`config.mk`:
```
export PLATFORM = sky130hd
export DESIGN_NAME = regfile_scoreboard
export DESIGN_NICKNAME = d
export VERILOG_FILES = /design/src/rtl/regfile_scoreboard.sv
export SDC_FILE = /design/constraint.sdc
export NUM_CORES = 1
export LEC_CHECK = 0
export ABC_AREA = 1
export CORE_MARGIN = 3
export CORE_UTILIZATION = 58
export CTS_CLUSTER_SIZE = 14
export DETAILED_ROUTE_END_ITERATION = 7
export PLACE_DENSITY = 0.81
export SYNTH_ARGS = -nofsm -noshare
export SYNTH_HDL_FRONTEND = slang
export SYNTH_SLANG_ARGS = --single-unit
```
`constraint.sdc`:
```
create_clock -name clk -period 3 [get_ports clk]
set_input_delay 0.3 -clock clk [delete_from_list [all_inputs] [get_ports clk]]
set_output_delay 0.3 -clock clk [all_outputs]
set_load 0.05 [all_outputs]
```
`src/rtl/regfile_scoreboard.sv`:
```
// Issue-interlock scoreboard: counts outstanding writes per architectural register
// and holds decode while a source is pending or a destination counter is full.
module regfile_scoreboard #(
  parameter int CNT_W       = 2,
  parameter int STALL_CNT_W = 16
) (
  input  logic                   clk,
  input  logic                   rst,
  input  logic                   issue_valid,
  input  logic [4:0]             rs_addr,
  input  logic [4:0]             rt_addr,
  input  logic                   rs_used,
  input  logic                   rt_used,
  input  logic                   wr_en,
  input  logic [4:0]             wr_addr,
  input  logic                   wb_valid,
  input  logic [4:0]             wb_addr,
  input  logic                   flush,
  output logic                   stall,
  output logic                   issue_fire,
  output logic [31:0]            pending_mask,
  output logic [STALL_CNT_W-1:0] stall_count,
  output logic                   wb_err
);

  localparam logic [CNT_W-1:0]       CNT_MAX   = '1;
  localparam logic [CNT_W-1:0]       CNT_ONE   = CNT_W'(1);
  localparam logic [STALL_CNT_W-1:0] STALL_MAX = '1;
  localparam logic [STALL_CNT_W-1:0] STALL_ONE = STALL_CNT_W'(1);

  // cnt[0] is held at zero so r0 can never be pending.
  logic [CNT_W-1:0] cnt [32];

  logic        rs_pend;
  logic        rt_pend;
  logic        wr_full;
  logic        hazard;
  logic        wb_hit;
  logic        wb_miss;
  logic [31:0] inc_vec;
  logic [31:0] dec_vec;

  // Hazards use pre-edge counts: a same-cycle writeback does not release a stall.
  always_comb begin
    rs_pend = rs_used && (rs_addr != 5'd0) && (cnt[rs_addr] != '0);
    rt_pend = rt_used && (rt_addr != 5'd0) && (cnt[rt_addr] != '0);
    wr_full = wr_en   && (wr_addr != 5'd0) && (cnt[wr_addr] == CNT_MAX);
    hazard  = issue_valid && (rs_pend || rt_pend || wr_full);
  end

  assign stall      = hazard && !flush;
  assign issue_fire = issue_valid && !hazard && !flush;

  assign wb_hit  = wb_valid && (wb_addr != 5'd0) && (cnt[wb_addr] != '0);
  assign wb_miss = wb_valid && !wb_hit;

  always_comb begin
    inc_vec = '0;
    dec_vec = '0;
    if (issue_fire && wr_en && (wr_addr != 5'd0)) begin
      inc_vec[wr_addr] = 1'b1;
    end
    if (wb_hit) begin
      dec_vec[wb_addr] = 1'b1;
    end
  end

  always_ff @(posedge clk or negedge rst) begin
    if (!rst) begin
      for (int i = 0; i < 32; i++) begin
        cnt[i] <= '0;
      end
    end else begin
      cnt[0] <= '0;
      for (int i = 1; i < 32; i++) begin
        if (flush) begin
          cnt[i] <= '0;
        end else if (inc_vec[i] && !dec_vec[i]) begin
          cnt[i] <= cnt[i] + CNT_ONE;
        end else if (dec_vec[i] && !inc_vec[i]) begin
          cnt[i] <= cnt[i] - CNT_ONE;
        end
      end
    end
  end

  always_comb begin
    pending_mask = '0;
    for (int i = 0; i < 32; i++) begin
      pending_mask[i] = (cnt[i] != '0);
    end
  end

  // Error flag is sticky until reset; flush does not mask a stray writeback.
  always_ff @(posedge clk or negedge rst) begin
    if (!rst) begin
      wb_err <= 1'b0;
    end else if (wb_miss) begin
      wb_err <= 1'b1;
    end
  end

  always_ff @(posedge clk or negedge rst) begin
    if (!rst) begin
      stall_count <= '0;
    end else if (stall && (stall_count != STALL_MAX)) begin
      stall_count <= stall_count + STALL_ONE;
    end
  end

endmodule

```
==> results of run 1 <==
[cells by family (layout without fill, tap and decap cells)]
| group | Yosys count | in the layout | synth area share |
|---|---|---|---|
| compound gates | 51 | 51 | 0.04009 |
| buf+inv | 200 | 295 | 0.1101 |
| fa+ha+maj | 1 | 1 | 0.001758 |
| other cells | 1 | 1 | 0.0005269 |
| simple gates | 910 | 910 | 0.5513 |
| xor+xnor | 15 | 15 | 0.01846 |
| flops | 79 | 79 | 0.2778 |
[worst max-delay path, cell delays in order (launching register included)]
cell,delay [ps]
dfrtp_1,440
nor2_1,460
nor2_1,100
nor2_1,100
nand2_1,60
nand2_1,50
nand2_1,60
nand2_1,50
nand3_1,70
nand3_1,140
nand3_2,160
nor2_2,210
buf_12,200
buf_12,150
[per-stage QoR]
stage / util / std cells
6_report: 0.7324 / 1495
4_1_cts: 0.7297 / 1494
2_1_floorplan: - / 1257
3_3_place_gp: 0.7043 / 1479
3_5_place_dp: 0.7043 / 1479
5_1_grt: 0.7324 / 1495
[path summary, 6_finish.rpt]
check | startpoint | endpoint | slack, ps
max in group asynchronous | rst | cnt[17]$_DFFE_PN0P_ | 2160
setup / recovery | cnt[52]$_DFFE_PN0P_ | issue_fire | 100
hold / removal | rst | cnt[26]$_DFFE_PN0P_ | 70
min in group clk | wb_err$_DFFE_PN0P_ | wb_err$_DFFE_PN0P_ | 470
hold reg to reg | wb_err$_DFFE_PN0P_ | wb_err$_DFFE_PN0P_ | 470
setup reg to reg | cnt[52]$_DFFE_PN0P_ | cnt[28]$_DFFE_PN0P_ | 180
[timing repair]
action,in CTS,in global routing
endpoints found under the hold margin,0,0
gates resized for setup,0,3
endpoints found under the setup margin,0,2
[final cells by class]
type / instances / share of cell area
Clock buffer: 11 / 0.02830
Clock inverter: 4 / 0.006419
Inverter: 162 / 0.07104
Multi-Input combinational cell: 978 / 0.5082
Sequential cell: 79 / 0.2305
Tap cell: 143 / 0.02086
Timing Repair Buffer: 118 / 0.1346
[per-layer routing]
layer  up-vias  part of all wire  global-route usage
li1       4251                 -                   -
met1      3957              0.40              0.5397
met2       606              0.43              0.5935
met3        88              0.14             0.08380
met4         0             0.035              0.1552
met5         -                 0                   0
[state kept, by name (all words and copies together), names as in the netlist]
register and flops:
stall_count 16, wb_err 1, cnt 62
[where the power goes]
| part | total [W] | internal [W] | switching [W] |
|---|---|---|---|
| Combinational | 0.00208 | 0.000646 | 0.00143 |
| Sequential | 0.00148 | 0.00123 | 0.000241 |
| Clock | 0.00114 | 0.000668 | 0.000471 |
| Total | 0.00469 | 0.00255 | 0.00214 |
[placed cells by master (no fill, tap or decap), drive strengths merged]
| master | Yosys | layout |
|---|---|---|
| o22ai | 7 | 7 |
| nand3 | 170 | 170 |
| clkinvlp | 0 | 1 |
| a22oi | 2 | 2 |
| a21o | 1 | 1 |
| buf | 22 | 43 |
| clkinv | 3 | 4 |
| bufinv | 0 | 1 |
| nor3 | 16 | 16 |
| o21bai | 1 | 1 |
| nor2 | 192 | 192 |
| o21ai | 18 | 18 |
| conb | 1 | 1 |
| clkbuf | 16 | 12 |
| nor4 | 3 | 3 |
| o41ai | 1 | 1 |
| o2111ai | 1 | 1 |
| a21oi | 20 | 20 |
| clkdlybuf4s50 | 0 | 74 |
| dfrtp | 79 | 79 |
| xor2 | 10 | 10 |
| nand3b | 1 | 1 |
| xnor2 | 5 | 5 |
| nand4 | 95 | 95 |
| nand2 | 433 | 433 |
| inv | 159 | 160 |
| ha | 1 | 1 |
==> metrics.md, run 1 <==
| Metric | Value |
|---|---|
| Static Leak | 4.515 nW |
| Total Routed Length | 26020 µm |
| Req. time, crit path | 2700 ps |
| Clock root buffer | clkbuf_16 |
| Total negative slack | 0 ps |
| Post-synth top area cell | dfrtp_1 |
| Synth area leaders | dfrtp_1 28%, nand2_1 23%, nand3_1 12%, nor2_1 10%, nand4_1 8.4% |
| FF-to-FF path depth | 17 |
| Worst Setup End Kind | primary output |
| Tcrit/Tclk final | 0.9677 |
| Final Skew | 10.92 ps |
| Vias in the first global route | 8157 |
| Final instance area | 8577 µm² |
| Vias per Instance | 5.955 |
| Synthesized net count | 1286 |
| Design Power | 0.004692 W |
| Starting DRT DRC Count | 1119 |
| Clock tree sinks | 79 |
| Final Hold Slack | 74.18 ps |
| Syn. warnings | 0 |
| Post-synth top area share | 0.2778 |
| Row count | 39 |
| Pre-CTS setup slack | 32.60 ps |
| Count of flip-flops with a built-in enable after synthesis | 0 |
| Hold Path Class | in -> async |
| DR DRC count | 0 |
| Final Max Slew Viols | 0 |
| Final Wtd Congestion | 1.060 |
| Final hold viol count | 0 |
| Max Freq | 0.3445 GHz |
| Min cycle time layout | 2903 ps |
| Multi-input logic area | 4359 µm² |
| Placed Area | 8248 µm² |
| Final WS setup | 96.82 ps |
| WP data arrival | 2600 ps |
| Setup Buffers After CTS | 0 |
| Total gr overflow | 0 |
| Core box area | 11710 µm² |
| Async set-reset flop share out of synthesis | 1.000 |
| Largest net degree at the start of global routing | 80 |
| Gr usage total | 0.3892 |
| IO buf count | 77 |
| Post-route ant nets | 0 |
| Yosys cell types | 33 |
| Hold_buf cts | 0 |
| Worst slew margin | 0.2886 |
| N_diodes | 0 |
| Most used DFF post-synth | dfrtp_1 |
| Die height | 116.8 µm |
| Max FO, Critical Path | 23 |
| Synth Cell Area | 7117 µm² |
| Dpl hpwl | 19020 µm |
| IO Pins | 79 |
| Gate Count Post-Synth | 1257 |
| Starting Density | 0.6077 |
| Initial antenna violation count | 0 |
| Register area | 1977 µm² |
| H-tree depth | 3 |
| Die X-Extent | 116.8 µm |
| Clock tree buffer depth | 2 |
| Most common cell in the netlist | nand2_1 |
| Final setup vio count | 0 |
| Area growth, synth to finish | 20.52% |
| CP Launch Type | register |
| Layout cells sized above 1 | 0.05547 |
| Kind of critical path | reg -> out |
| CTS Buf Count | 9 |
| Clk pin slew, worst setup/hold paths | 70 ps |
| Status | finished, final reports clean |
| Pwr Density | 547.1 nW/µm² |
| Avg Inst Size Synth | 5.662 µm² |
| Seq/Total Area, Yosys | 0.2778 |
| Wire length per cell | 17.41 µm |
| Via count | 8902 |
| Maximum vdd drop | 578.9 µV |
| Clk_lat worst skew | 360 ps |
| DR pass1 iterations | 6 |
| Synth Register Bits | 79 |
| Wire length of the first global-routing pass | 41270 µm |
| Synth cell count leaders | 432 x nand2_1, 189 x nor2_1, 169 x nand3_1, 152 x inv_1, 95 x nand4_1 |
| Die area | 13640 µm² |
| Fin nets | 1377 |
| CTS tree | yes |
| Fill count | 1022 |
| Unrepaired setup endpoints after global routing | no |
| MaxCap Viol Count | 0 |
| Worst-margin pin slew | 1067 ps |
Power figures use the tool's default switching activity.
==> run 2: changes to the inputs <==
--- a/config.mk
+++ b/config.mk
@@ -11,6 +11,7 @@
 export CTS_CLUSTER_SIZE = 14
 export DETAILED_ROUTE_END_ITERATION = 7
 export PLACE_DENSITY = 0.81
+export SLEW_MARGIN = 10
 export SYNTH_ARGS = -nofsm -noshare
 export SYNTH_HDL_FRONTEND = slang
 export SYNTH_SLANG_ARGS = --single-unit
==> results of run 2 <==
No change in the layout: final DEF, timing and power equal those of run 1.
